===== config.mk =====
export PLATFORM = sky130hd
export DESIGN_NAME = mesi_snoop_ctrl
export DESIGN_NICKNAME = d
export VERILOG_FILES = /design/src/rtl/mesi_pkg.sv /design/src/rtl/mesi_snoop_decode.sv /design/src/rtl/mesi_snoop_ctrl.sv
export SDC_FILE = /design/constraint.sdc
export NUM_CORES = 1
export LEC_CHECK = 0
export ABC_AREA = 1
export CORE_MARGIN = 2
export CORE_UTILIZATION = 45
export DETAILED_ROUTE_END_ITERATION = 8
export GPL_TIMING_DRIVEN = 0
export PLACE_DENSITY = 0.75
export SYNTH_ARGS = -nofsm -noshare
export SYNTH_HDL_FRONTEND = slang
export SYNTH_HIERARCHICAL = 1
export SYNTH_SLANG_ARGS = --single-unit

===== constraint.sdc =====
create_clock -name clock -period 1.7 [get_ports clock]
set_clock_uncertainty 0.1 [all_clocks]
set_input_delay 0.34 -clock clock [delete_from_list [all_inputs] [get_ports clock]]
set_output_delay 0.34 -clock clock [all_outputs]
set_load 0.01 [all_outputs]

===== src/rtl/mesi_pkg.sv =====
// Shared encodings for the MESI snoop controller: line states, snooped bus
// messages, the controller FSM state and the post-snoop target state helper.
package mesi_pkg;

    typedef enum logic [1:0] {
        ST_M = 2'b00,
        ST_E = 2'b01,
        ST_S = 2'b10,
        ST_I = 2'b11
    } mesi_t;

    typedef enum logic [1:0] {
        MSG_RH = 2'b00,
        MSG_RM = 2'b01,
        MSG_WH = 2'b10,
        MSG_WM = 2'b11
    } msg_t;

    typedef enum logic {
        FSM_IDLE    = 1'b0,
        FSM_WB_WAIT = 1'b1
    } fsm_t;

    // A read-miss by another cache demotes us to S; a write-miss invalidates.
    function automatic mesi_t snoop_target(msg_t m);
        return (m == MSG_RM) ? ST_S : ST_I;
    endfunction

endpackage


===== src/rtl/mesi_snoop_decode.sv =====
// Combinational action decode for one snooped message against one line state:
// ignore it, update the line directly, or start a write-back first.
module mesi_snoop_decode
    import mesi_pkg::*;
(
    input  mesi_t line_state,
    input  msg_t  msg,
    output logic  ignore,
    output logic  update,
    output logic  wb,
    output mesi_t next_state
);

    always_comb begin
        ignore     = 1'b0;
        update     = 1'b0;
        wb         = 1'b0;
        next_state = line_state;
        if (line_state == ST_I || msg == MSG_RH || msg == MSG_WH) begin
            ignore = 1'b1;
        end else if (line_state == ST_M) begin
            // Dirty data must reach memory before the line can change.
            wb = 1'b1;
        end else begin
            update     = 1'b1;
            next_state = snoop_target(msg);
        end
    end

endmodule


===== src/rtl/mesi_snoop_ctrl.sv =====
// MESI snoop controller: per-line state array, snoop sequencing with a
// write-back wait for modified lines, and a local state-write port.
module mesi_snoop_ctrl
    import mesi_pkg::*;
#(
    parameter int LINES = 4,
    parameter int IDX_W = $clog2(LINES)
) (
    input  logic             clock,
    input  logic             reset,
    input  logic             snp_valid,
    output logic             snp_ready,
    input  logic [1:0]       snp_msg,
    input  logic [IDX_W-1:0] snp_idx,
    input  logic             loc_valid,
    output logic             loc_ready,
    input  logic [IDX_W-1:0] loc_idx,
    input  logic [1:0]       loc_state,
    input  logic [IDX_W-1:0] rd_idx,
    output logic [1:0]       rd_state,
    output logic             wb_req,
    output logic [IDX_W-1:0] wb_idx,
    input  logic             wb_ack,
    output logic             abt_mem_acs,
    output logic             snp_done,
    output logic             faz_nada
);

    // Handshakes: a snoop transfers on a rising edge where snp_valid & snp_ready,
    // a local write where loc_valid & loc_ready; ready never depends on valid
    // of the same channel, and all effects appear the following cycle.

    mesi_t lines [LINES];
    fsm_t  fsm_state, fsm_next;
    msg_t  wb_msg;

    logic  dec_ignore, dec_update, dec_wb;
    mesi_t dec_next;
    logic  snp_acc, loc_acc, ack_acc;

    mesi_snoop_decode u_decode (
        .line_state (lines[snp_idx]),
        .msg        (msg_t'(snp_msg)),
        .ignore     (dec_ignore),
        .update     (dec_update),
        .wb         (dec_wb),
        .next_state (dec_next)
    );

    assign snp_ready   = (fsm_state == FSM_IDLE);
    assign snp_acc     = snp_valid && snp_ready;
    assign ack_acc     = (fsm_state == FSM_WB_WAIT) && wb_ack;
    // Local writes may not race the line currently being snooped or written back.
    assign loc_ready   = !(((fsm_state == FSM_WB_WAIT) && (loc_idx == wb_idx)) ||
                           (snp_acc && (loc_idx == snp_idx)));
    assign loc_acc     = loc_valid && loc_ready;
    assign rd_state    = lines[rd_idx];
    assign wb_req      = (fsm_state == FSM_WB_WAIT);
    assign abt_mem_acs = (fsm_state == FSM_WB_WAIT);

    always_comb begin
        fsm_next = fsm_state;
        case (fsm_state)
            FSM_IDLE:    if (snp_acc && dec_wb) fsm_next = FSM_WB_WAIT;
            FSM_WB_WAIT: if (wb_ack)            fsm_next = FSM_IDLE;
            default:                            fsm_next = FSM_IDLE;
        endcase
    end

    always_ff @(posedge clock or posedge reset) begin
        if (reset) begin
            fsm_state <= FSM_IDLE;
            wb_idx    <= '0;
            wb_msg    <= MSG_RH;
            snp_done  <= 1'b0;
            faz_nada  <= 1'b0;
            for (int i = 0; i < LINES; i++) lines[i] <= ST_I;
        end else begin
            fsm_state <= fsm_next;
            snp_done  <= (snp_acc && dec_update) || ack_acc;
            faz_nada  <= snp_acc && dec_ignore;
            if (snp_acc && dec_wb) begin
                wb_idx <= snp_idx;
                wb_msg <= msg_t'(snp_msg);
            end
            // Snoop, ack and local targets are disjoint by construction of loc_ready.
            if (ack_acc)               lines[wb_idx]  <= snoop_target(wb_msg);
            if (snp_acc && dec_update) lines[snp_idx] <= dec_next;
            if (loc_acc)               lines[loc_idx] <= mesi_t'(loc_state);
        end
    end

endmodule


==> flow_results.org, run 1 <==
** Run status
- The run finished, with violations left.
- The final reports fail on setup timing.

** Logic synthesis
- In this run, synthesis produced a sequential element count of 15.
- Mapped Area :: 1180 sq um
- Synthesis produced a netlist whose cell count is 185.
- Each instance of the synthesized netlist takes up on average 6.37 sq um.
- Yosys attributes the largest share of cell area to sky130_fd_sc_hd__nand2_1, sky130_fd_sc_hd__dfstp_2, sky130_fd_sc_hd__dfrtp_1.
- Of all cell types, the one taking the most synthesized area is sky130_fd_sc_hd__nand2_1.
- Warnings, synthesis :: 6
- The top cell type by area accounts for 19.1% of the synthesized area.
- Among all flip-flop cells after synthesis, the most frequent one is sky130_fd_sc_hd__dfstp_2.
- Counting flops with a built-in enable in the synthesized netlist gives 0.
- Synth cell types :: 24
- Counting every net in the synthesized netlist gives 200.
- Proportion of synthesized chip area in sequential cells :: 32.7%
- Of all flip-flops after synthesis, the portion carrying an async set or reset was 100%.

** Floorplanning
- Core footprint :: 2480 sq um
- From bottom edge to top edge, the die measures 55.2 microns.
- Ports :: 25
- Standard-cell row count :: 18
- The initial utilization of the core area, before any placement, comes to 47.6%.
- X dimension of the die :: 55.2 microns
- Total Die Area :: 3040 sq um

** Global route
- First-pass GRT wire length :: 5610 microns
- For this run, the total global-route usage over all layers was measured as 26.0%.
- GR Overflow Total :: 0
- Largest net degree at the start of global routing :: 16
- The initial antenna violation count was 0.
- Vias in the first global route :: 1344

** Finish
- Number of nets in the finished design :: 246
- Post-route non-filler standard cell count :: 260
- Reg area :: 388 sq um
- Diode count :: 0
- The top cell types in the final layout, fill and taps aside, are sky130_fd_sc_hd__nand2_1, sky130_fd_sc_hd__inv_1, sky130_fd_sc_hd__buf_4.
- From synthesis to final layout, the design area changed by 41.0%.
- Number of fill cells :: 231
- Share of cells above drive strength 1 :: 36.5%
- Area occupied by multi-input gates :: 736 sq um
- Leaving out fill and tap cells, the most frequent cell in the layout is sky130_fd_sc_hd__nand2_1.

** STA
- Share of the cycle needed by the critical path after routing :: 108%
- After layout, the worst setup slack is -0.131 ns.
- Setup violations remaining at the end of the flow were counted as 9.
- Final total negative setup slack :: -0.763 ns
- Hold timing on the final database bottoms out at a slack of 0.284 ns.
- Setup repair after global routing missed its margin :: yes
- After layout, the minimum clock period comes to 1.83 ns.
- Slew at the pin closest to its max-slew limit :: 0.567 ns
- Fmax :: 546 MHz
- Final hold violations :: 0
- The count of final max-slew check failures came to 0.
- Measured against its own limit, the worst slew margin works out to 62.2%.

** Placed design
- Cell count after placement :: 239
- Detailed placement finished with a half-perimeter wire length of 2470 microns.
- Final weighted congestion in routability-driven placement :: 0.880
- I/O Buffers :: 24

** Route
- The final layout contains routed wiring with a total length of 3510 microns.
- Overall via count from detail_route :: 1396
- After detailed routing, the average wire length per cell comes to 13.5 microns.
- Number of violations reported at the end of detailed-routing iteration 0 :: 33
- The detail route stage leaves a number of antenna-violating nets equal to 0.
- Via/cell ratio :: 5.37
- For this run, design rule violations remaining after detail routing come to 0.
- For this run, the detailed router's first-pass iteration total came to 4.

** Power and ir drop
- Internal power :: 1260 uW
- The analysis attributes to cell leakage a power of 0.000897 uW.
- Gate power share :: 56.8%
- Peak supply drop :: 0.000924 V
- Of the total power, the share spent switching nets is 43.3%.
- The clock network accounts for 9.3% of the total power.
- Cell area power density :: 1330 nW/um^2
- Total chip power :: 2210 uW
- Sequential cells burn 33.9% of the power.
- The analysis attributes to net switching a power of 959 uW.

** Critical path
- Startpoint type of the worst setup path :: flip-flop
- Crit path capture :: lines[4]$_DFF_PP1_
- For the worst setup path, the data required time is 1.82 ns.
- Critical path origin :: lines[5]$_DFF_PP1_
- Counting cells, the worst reg-to-reg path comes to 13.
- In this run the critical register-to-register path is launched from lines[5]$_DFF_PP1_.
- On the worst path, the slowest cell contributes a delay of 0.57 ns.
- Setup slack on the worst reg-to-reg path comes out at -0.13 ns.
- Counting both buffers and inverters, the worst setup path holds a total of 4.
- Critical R2R Capture :: lines[4]$_DFF_PP1_
- Of all nets on the critical path, the largest fanout is 7.
- Data arrives at the worst endpoint at 1.95 ns.
- Counting stages on the worst path, the most repeated cell is sky130_fd_sc_hd__nand2_1.
- The worst setup path is captured at a flip-flop.
- Cell type group with the largest total delay on the critical path :: simple AND/OR/NAND/NOR gates
- On the critical path, the stage with the largest delay is an instance of sky130_fd_sc_hd__dfstp_2.
- Critical path depth :: 13
- Chain of cells forming the critical path :: a22oi_1 > nand2_1 > inv_2 > a21oi_2 > inv_2 > nor2_4 > nand2_2 > clkinv_2 > nand2_1 > nand2_1 > inv_1 > nand2_1 > nand2_1
- The worst setup path is of the reg -> reg kind.

** CTS
- In this run, CTS created clock tree buffers numbering 3.
- CTS Hold Buffers Added :: 0
- At the later pin of the worst-skew pair, clock insertion delay measures 0.28 ns.
- In this run the number of H-tree levels came out at 1.
- Clock Pin Slew Worst Setup and Hold Paths :: 0.09 ns
- Clk buf depth :: 2
- Num Clock Sinks :: 15
- The cell sitting at the root of the clock tree is a sky130_fd_sc_hd__clkbuf_4.
- TritonCTS built the clock tree.

** Worst hold path
- Hold crit path type :: in -> reg

** Run
- The tool flagged a number of max-cap violations equal to 0.
## area by class of cell
| class | instances | area share [%] |
|---|---|---|
| Inverter | 32 | 7.30 |
| Sequential cell | 15 | 23.3 |
| Timing Repair Buffer | 41 | 20.8 |
| Buffer | 1 | 0.452 |
| Tap cell | 30 | 2.26 |
| Clock buffer | 4 | 1.58 |
| Multi-Input combinational cell | 137 | 44.3 |
## stage by stage
| step | util [%] | worst slack (ns) | instance area, sq um |
|---|---|---|---|
| final | 67.1 | -0.131 | 1660 |
| after global routing | 67.1 | -0.254 | 1660 |
| after CTS | 65.3 | -0.0953 | 1620 |
| after detailed placement | 58.8 | -0.816 | 1460 |
| after global placement | 58.8 | -0.774 | 1460 |
| after floorplan | - | 0.000527 | 1180 |
## worst min-delay path: stages
cell and delay [ns]:
sky130_fd_sc_hd__buf_2 0.14, sky130_fd_sc_hd__inv_2 0.08, sky130_fd_sc_hd__o21ai_0 0.08
## cell usage after synthesis, drive strengths merged, types with 2 or more instances
master and count:
a21oi 3, a22oi 4, dfrtp 7, dfstp 8, inv 31, nand2 66, nand3 21, nand4 4
nor2 24, o21ai 11, o22ai 2
## what timing repair did
item / 4_1_cts / 5_1_grt
buffers inserted: 14 / 3
pin swaps: 26 / 12
gates resized for setup: 54 / 11
endpoints found under the setup margin: 22 / 13
## power groups by stage
stage / Combinational [uW] / Clock (uW) / Sequential, uW
after floorplan: 635 / 0 / 714
after global placement: 953 / 0 / 753
after detailed placement: 975 / 0 / 761
after CTS: 1170 / 214 / 742
after global routing: 1390 / 232 / 769
final: 1260 / 207 / 750
## worst min path at each step
| stage | startpoint | slack [ns] | depth (start not counted) | endpoint |
|---|---|---|---|---|
| final | snp_idx[1] | 0.28 | 3 | wb_idx[1]$_DFFE_PP0P_ |
| after global routing | snp_idx[1] | 0.30 | 3 | wb_idx[1]$_DFFE_PP0P_ |
| after CTS | snp_idx[1] | 0.28 | 3 | wb_idx[1]$_DFFE_PP0P_ |
| after detailed placement | wb_msg[1]$_DFFE_PP0P_ | 0.41 | 2 | wb_msg[1]$_DFFE_PP0P_ |
| after global placement | wb_msg[0]$_DFFE_PP0P_ | 0.39 | 1 | wb_msg[0]$_DFFE_PP0P_ |
| after floorplan | reset | 0.14 | 1 | abt_mem_acs$_DFF_PP0_ |
## registers in the layout (all words and copies together), names as in the netlist
| register | flops |
|---|---|
| lines | 8 |
| wb_idx | 2 |
| wb_msg | 2 |
| abt_mem_acs | 1 |
| faz_nada | 1 |
| snp_done | 1 |
## cell families (layout without fill, tap and decap cells)
kind of cell           Yosys count  count (layout)  share of synthesized area [%]
multiplexers                     1               1                          0.955
buffers and inverters           33              78                           10.8
AO/OA/AOI/OAI                   20              20                           9.55
flip-flops                      15              15                           32.7
AND/OR/NAND/NOR                116             116                           46.0
## metal layers
layer | GRT usage, % | vias up | routed length [microns]
met5 | 0 | - | 0
met4 | 10.2 | 0 | 86
met3 | 0.806 | 11 | 176
met2 | 48.0 | 43 | 1770
met1 | 31.6 | 670 | 1470
li1 | - | 672 | -
(Power assumes the default switching activity.)
==> run 2: changes to the inputs <==
--- a/config.mk
+++ b/config.mk
@@ -6,10 +6,12 @@
 export NUM_CORES = 1
 export LEC_CHECK = 0
 export ABC_AREA = 1
+export CAP_MARGIN = 15
 export CORE_MARGIN = 2
 export CORE_UTILIZATION = 45
 export DETAILED_ROUTE_END_ITERATION = 8
 export GPL_TIMING_DRIVEN = 0
+export HOLD_SLACK_MARGIN = 0.06
 export PLACE_DENSITY = 0.75
 export SYNTH_ARGS = -nofsm -noshare
 export SYNTH_HDL_FRONTEND = slang
==> results of run 2 <==
The final DEF is identical to that of run 1; final timing and power are the same.
==> run 3: changes to the inputs <==
--- a/config.mk
+++ b/config.mk
@@ -5,14 +5,13 @@
 export SDC_FILE = /design/constraint.sdc
 export NUM_CORES = 1
 export LEC_CHECK = 0
-export ABC_AREA = 1
 export CAP_MARGIN = 15
 export CORE_MARGIN = 2
-export CORE_UTILIZATION = 45
+export CORE_UTILIZATION = 44
 export DETAILED_ROUTE_END_ITERATION = 8
 export GPL_TIMING_DRIVEN = 0
 export HOLD_SLACK_MARGIN = 0.06
-export PLACE_DENSITY = 0.75
+export PLACE_DENSITY = 0.74
 export SYNTH_ARGS = -nofsm -noshare
 export SYNTH_HDL_FRONTEND = slang
 export SYNTH_HIERARCHICAL = 1
==> run 3 against run 2 <==
Worst setup slack got worse by 0.65 ns. Power increased by 14%. Largest cell class unchanged. Fmax is 26% lower. Worst hold slack lost 0.047 ns. The flow still finishes with violations (setup timing). Utilization is 5.2 points higher. Highest routed layer unchanged. Combinational power increased by 25%.
==> flow_results.org, run 3 <==
** Finish
- The number of filler instances in the final layout came to 170 (-26%).
- Share of cells above drive strength 1 :: 59.2% (+23 points)
- Reg area :: 387 sq um (-0.32%)
- The number of antenna repair diodes is 0 (unchanged).
- Most common cell after layout, fill and taps aside :: sky130_fd_sc_hd__buf_4
- Relative to the synthesized area, the layout overhead comes to 51.9%.
- The area occupied by multi-input gates was 753 sq um (+2.4%).
- The register with the most flip-flops in the final layout is lines.
- Number of nets in the finished design :: 158 (-36%)
- The flip-flop count of the largest register, all copies and words added came to 8 (unchanged).
- Final Instance Area :: 1640 sq um (-1.1%)
- Largest registers :: lines: 8 flops, wb_idx: 2 flops, wb_msg: 2 flops
- Util after Layout :: 72.2% (+5.2 points)
- The top cell types in the final layout, fill and taps aside, are sky130_fd_sc_hd__buf_4, sky130_fd_sc_hd__mux2_2, sky130_fd_sc_hd__clkdlybuf4s50_1.
- Post-route non-filler standard cell count :: 170 (-35%)

** Logic synthesis
- Synthesized area per cell :: 11.4 sq um (+79%)
- Mapped Area :: 1080 sq um (-8.2%)
- The number of distinct library cells after synthesis is 31 (+29%).
- The proportion of register bits with asynchronous set or reset after synthesis came to 100% (unchanged).
- Proportion of synthesized chip area in sequential cells :: 35.6% (+2.9 points)
- The top-area cell type share of the netlist area is 21.8% (+2.7 points).
- Number of enable flip-flop cells after synthesis :: 0 (unchanged)
- The most common cell in the synthesized netlist is sky130_fd_sc_hd__mux2_2.
- The number of cells produced by synthesis is 95 (-49%).
- Warnings, synthesis :: 6 (unchanged)
- By area the synthesized netlist is led by sky130_fd_sc_hd__mux2_2, sky130_fd_sc_hd__dfstp_2, sky130_fd_sc_hd__dfrtp_1.
- Most used standard cells in the synthesized netlist :: sky130_fd_sc_hd__mux2_2, sky130_fd_sc_hd__dfstp_2, sky130_fd_sc_hd__dfrtp_1
- Post-synth top flop :: sky130_fd_sc_hd__dfstp_2
- Of all cell types, the one taking the most synthesized area is sky130_fd_sc_hd__mux2_2.
- Synthesized netlist net count :: 110 (-45%)
- #FFs+latches synth :: 15 (unchanged)

** Power and ir drop
- The ratio of total power to cell area is 1540 nW/um^2 (+16%).
- Leakage :: 0.000746 uW (-17%)
- Peak supply drop :: 0.000980 V (+6.1%)

** STA
- Minimum period implied by the final worst setup slack :: 2.48 ns (+0.652 ns)
- Share of the cycle needed by the critical path after routing :: 146% (+38 points)
- The tightest hold margin came to 0.237 ns (-0.0466 ns).
- The worst max-slew margin expressed relative to the limit is 61.1% (-1.1 points).
- Final total negative setup slack :: -7.38 ns (-6.62 ns)
- Setup repair after global routing missed its margin :: yes
- Smallest setup slack after layout :: -0.783 ns (-0.652 ns)
- Fmax :: 403 MHz (-26%)
- The measured slew at the worst slew-check pin is 0.583 ns (+0.0165 ns).
- The count of final max-slew check failures is 0 (unchanged).
- The number of setup violations in the final report is 18 (+9).
- Final hold violations :: 0 (unchanged)

** CTS
- TritonCTS built the clock tree.
- Clk buf depth :: 2 (unchanged)
- Root buffer selected by CTS :: sky130_fd_sc_hd__clkbuf_4
- The clock slew seen by the registers of the worst setup and hold paths was 0.10 ns (about the same).
- The number of sinks on the clock net came to 15 (unchanged).
- The clock insertion delay at the later pin of the skew report came to 0.29 ns (about the same).
- The number of clock buffers inserted by TritonCTS was 3 (unchanged).
- The maximum level of the CTS H-tree was 1 (unchanged).

** Floorplanning
- The die boundary width was 53.6 microns (-2.9%).
- The area of the die came to 2870 sq um (-5.6%).
- Initial cell density of the core :: 47.6% (about the same)
- Floorplan die height :: 53.6 microns (-2.9%)
- The number of top-level pins was 25 (unchanged).
- The core outline area came to 2280 sq um (-8.1%).
- The placement row count came to 17 (-1).

** Placed design
- Final weighted congestion in routability-driven placement :: 0.794 (-9.8%)
- I/O Buffers :: 22 (-8.3%)
- Cell count after placement :: 145 (-39%)
- Total half-perimeter wirelength after legalization and detailed placement :: 1870 microns (-24%)
- Standard cell area after detailed placement :: 1370 sq um (-6.2%)

** Critical path
- The worst reg-to-reg setup slack was -0.78 ns (-0.65 ns).
- The highest fanout seen on the critical path is 4 (-3).
- Startpoint type of the worst setup path :: flip-flop
- The required time of the worst setup path is 1.83 ns (about the same).
- STA classifies the critical path endpoint as a flip-flop.
- The arrival time at the worst endpoint was 2.61 ns (+0.66 ns).
- Path depth of the worst reg2reg path :: 9 (-4)
- The worst register-to-register path begins at lines[1]$_DFF_PP1_.
- Category of the most critical setup path :: reg -> reg
- Critical R2R Capture :: lines[6]$_DFF_PP1_

** Route
- Number of iterations in the first detailed-routing pass :: 4 (unchanged)
- The wire length per cell after detailed routing is 17.8 microns (+32%).
- Via/cell ratio :: 5.82 (+8.4%)
- Total detailed-routing wirelength :: 3030 microns (-14%)
- The final antenna-violating net count is 0 (unchanged).
- Final routed DRC violation total :: 0 (unchanged)
- The via count was 989 (-29%).
- Number of violations reported at the end of detailed-routing iteration 0 :: 22 (-33%)

** Global route
- Vias in the first global route :: 935 (-30%)
- The pin count of the biggest net entering global routing was 16 (unchanged).
- First-pass GRT wire length :: 4450 microns (-21%)
- The global-route total usage across every layer was 22.5% (-3.5 points).
- The residual overflow from global routing came to 0 (unchanged).
- The initial antenna violation count is 0 (unchanged).

** Run status
- The run finished, with violations left.
- The checks that failed: setup timing.

** Worst hold path
- The instance count along the most critical hold path is 2 (-1).
- Worst-case hold path end point :: wb_idx[0]$_DFFE_PP0P_
- Hold Crit Start :: snp_idx[0]
- The worst hold path belongs to the class in -> reg.

** Run
- The number of maximum-capacitance constraint violations came to 0 (unchanged).
==> run 3: changes by cell type after synthesis, moves of 5 or more <==
cell and delta:
sky130_fd_sc_hd__nand2_1 -55, sky130_fd_sc_hd__nand2_2 -5, sky130_fd_sc_hd__nand3_1 -16, sky130_fd_sc_hd__inv_1 -20, sky130_fd_sc_hd__o21ai_0 -8, sky130_fd_sc_hd__nor2_1 -19
sky130_fd_sc_hd__inv_2 -7, sky130_fd_sc_hd__mux2_2 +20
==> run 3: final cells by class <==
| class | instances | area share, % |
|---|---|---|
| sequential | 15 | 23.5 |
| buffer | 4 | 2.74 |
| clock buffer | 3 | 1.37 |
| tap | 28 | 2.13 |
| multi-input combinational | 72 | 45.8 |
| clock inverter | 1 | 0.304 |
| inverter | 4 | 0.913 |
| timing repair buffer | 43 | 23.2 |
==> run 3: worst max-delay path: stages (launching register included) <==
cell                       delay [ns]
sky130_fd_sc_hd__dfstp_2         0.39
sky130_fd_sc_hd__mux4_2          0.48
sky130_fd_sc_hd__xor2_1          0.17
sky130_fd_sc_hd__and2_4          0.17
sky130_fd_sc_hd__nand3b_4        0.10
sky130_fd_sc_hd__buf_4           0.15
sky130_fd_sc_hd__buf_6           0.11
sky130_fd_sc_hd__nor3_4          0.16
sky130_fd_sc_hd__mux2_4          0.33
sky130_fd_sc_hd__mux2_4          0.26
==> run 3: power breakdown <==
| part | internal, uW | switching, uW | total [uW] |
|---|---|---|---|
| clock network | 87.6 | 128 | 215 |
| logic | 976 | 603 | 1580 |
| registers | 598 | 139 | 737 |
| total | 1660 | 870 | 2530 |
==> run 3: timing repair <==
action	in CTS	in global routing
gates cloned	0	0
setup endpoints to repair	19	18
setup buffers	13	8
hold buffers	0	0
pin swaps	4	4
resized for setup	36	13
==> run 3: logic make-up (layout without fill, tap and decap cells) <==
family / Yosys count / in the layout / share of synthesized area, %
buf+inv: 8 / 55 / 4.05
mux: 27 / 27 / 32.3
xor+xnor: 5 / 5 / 4.05
compound gates: 5 / 5 / 2.77
flops: 15 / 15 / 35.6
simple gates: 35 / 35 / 21.3
==> run 3: metrics by stage <==
step,setup WS (ns),total power (uW)
after floorplan,-0.789,1460
after global placement,-0.868,1810
after detailed placement,-0.943,1840
after CTS,-0.736,2270
after global routing,-0.851,2670
final,-0.783,2530
==> run 3: worst max-delay path by stage <==
| stage | from | to | slack [ns] |
|---|---|---|---|
| floorplan | snp_idx[0] | lines[4]$_DFF_PP1_ | -0.79 |
| global placement | snp_idx[0] | lines[4]$_DFF_PP1_ | -0.87 |
| detailed placement | snp_idx[0] | lines[2]$_DFF_PP1_ | -0.94 |
| CTS | lines[0]$_DFF_PP1_ | lines[5]$_DFF_PP1_ | -0.74 |
| global route | lines[1]$_DFF_PP1_ | lines[6]$_DFF_PP1_ | -0.85 |
| finish | lines[1]$_DFF_PP1_ | lines[6]$_DFF_PP1_ | -0.78 |
==> run 3: per-layer routing <==
layer / track usage (%) / routed length (microns)
met1: 26.2 / 1160
met2: 40.9 / 1650
met3: 3.61 / 154
met4: 8.97 / 59
met5: 0 / 0
==> variant (flow settings as in run 3) <==
Make the reset (`reset`) synchronous in one clocked block.
--- a/src/rtl/mesi_snoop_ctrl.sv
+++ b/src/rtl/mesi_snoop_ctrl.sv
@@ -69,3 +69,3 @@
 
-    always_ff @(posedge clock or posedge reset) begin
+    always_ff @(posedge clock) begin
         if (reset) begin
Check against the original RTL: differs if reset is asserted again (counterexample within 4 cycles, from zero or initial values and one cycle with reset high); with reset held inactive, the same outputs for 10 cycles.
==> variant against run 3 <==
- the run still ends with setup timing left
- routed wire length is 23% lower
- non-clock buffer count fell by 14
- critical path depth down 1
- utilization is 7.2 points lower
- setup slack improved by 0.055 ns
- count of clock-buffer cells in the layout rose by 1
- sequential cell count unchanged
- area after synthesis down 4.7%
- final area fell by 12%
- critical path type unchanged
- largest cell class unchanged
- highest routed layer unchanged
Power is left out: it rests on default switching activity, and per cell area and clock period it moved more than threefold.
==> variant: results (changes against run 3) <==
stage,metric,value,unit,change
run_status,status,"finished, violations left",,
detailed_routing,drt total wl,2.34,mm,-23%
layout,multi-input gates,70,,-2.8%
global_route,met3 usage,0.0171,,-0.0190
layout,NonClk Buf Share,0.216,,-0.0439
placement,PortBufs,23,,+4.5%
global_route,GRT Util Overall,0.195,,-0.0296
placement,RePlAce Congestion,0.777,,-2.1%
run_status,failing checks,setup timing,,
placement,Post-DP HPWL,1.80,mm,-4.2%
timing,Worst slew margin,0.645,,+0.0344
critical_path,max incr delay on CP,0.51,ns,+0.03 ns
logic_synthesis,sequential-to-total area share from yosys stat,0.369,,+0.0129
logic_synthesis,mux share of post-synthesis cell area,0.146,,-0.177
layout,FF+latch count,15,,unchanged
layout,# clk buffers,4,,+1
logic_synthesis,commonest cells in the netlist,"edfxtp_1 (8), nor2_1 (8), dfxtp_1 (7)",,
timing,final worst slack,-0.728,ns,+0.0547 ns
global_route,pin count of the biggest net entering global routing,11,,-5
layout,share of layout cells above drive strength 1,0.305,,-0.287
global_route,global-route wire length before repair,3.92,mm,-12%
logic_synthesis,Synth area leaders,"edfxtp_1 (23%), dfxtp_1 (14%), mux4_2 (8.7%), mux2i_1 (5.8%), a2bb2oi_1 (5.1%)",,
detailed_routing,DR iter-0 viols,24,,+9.1%
layout,# fillers,187,,+10%
layout,fraction of area in multi-input gates,0.456,,-0.00249
global_route,number of global-route vias before repair,851,,-9.0%
layout,Non-Clock Buffer Count,33,,-30%
logic_synthesis,Synth Flop Type,edfxtp_1,,
layout,Non-clock inverters,6,,+2
global_route,M1 GR Usage,0.264,,+0.00255
critical_path,CP Launch Point,lines[2][0]$_DFFE_PP_,,
detailed_routing,via count,867,,-12%
detailed_routing,met1 wire length,1.08,mm,-7.3%
placement,Placement Setup Slack,-1.31,ns,-0.363 ns
detailed_routing,metal3 WL,39,µm,-75%
logic_synthesis,Compound-Gate Fraction of Synth Area,0.170,,+0.142
layout,fin nets,144,,-8.9%
layout,Reg area,389,µm²,+0.65%
logic_synthesis,"Async S/R FF share, synth",0,,-1.00
layout,fraction of area in clock buffers and inverters,0.0183,,+0.00152
detailed_routing,met2 routed WL,1.18,mm,-29%
critical_path,Worst Path Arrival,2.33,ns,-0.28 ns
critical_path,"critical path fanouts, max",6,,+2
logic_synthesis,Synth Area in XOR/XNOR,0.0498,,+0.00929
logic_synthesis,Post-synth EDFFs,8,,+8
critical_path,reg2reg path depth,8,,-1
timing,final setup vio count,25,,+7
global_route,met2 GRT Util,0.315,,-0.0949
[variant: cell count changes in the layout (fill, tap and decap cells not counted), sizes merged, moves of 7 or more]
cell,delta
edfxtp,+8
nor2,+8
dfrtp,-7
dfxtp,+7
dfstp,-8
buf,-16
mux2,-23
[variant: stage by stage]
step | cell area (µm²) | cells | hold slack, ns
floorplan | 1050 | 95 | 0.363
global placement | 1320 | 146 | 0.381
detailed placement | 1320 | 146 | 0.394
CTS | 1420 | 156 | 0.234
global route | 1440 | 156 | 0.271
finish | 1440 | 156 | 0.235
[variant: worst paths after layout]
path                                               end  slack, ns
worst max register to register   lines[2][1]$_DFFE_PP_      -0.73
worst max-delay path             lines[2][1]$_DFFE_PP_      -0.73
worst min-delay path            wb_idx[0]$_SDFFE_PP0P_       0.23
worst min register to register  wb_msg[0]$_SDFFE_PP0P_       0.42
[variant: repair_timing]
action | CTS | global route
buffers inserted | 6 | 1
pin swaps | 7 | 0
endpoints found under the setup margin | 31 | 26
gates resized for setup | 37 | 5
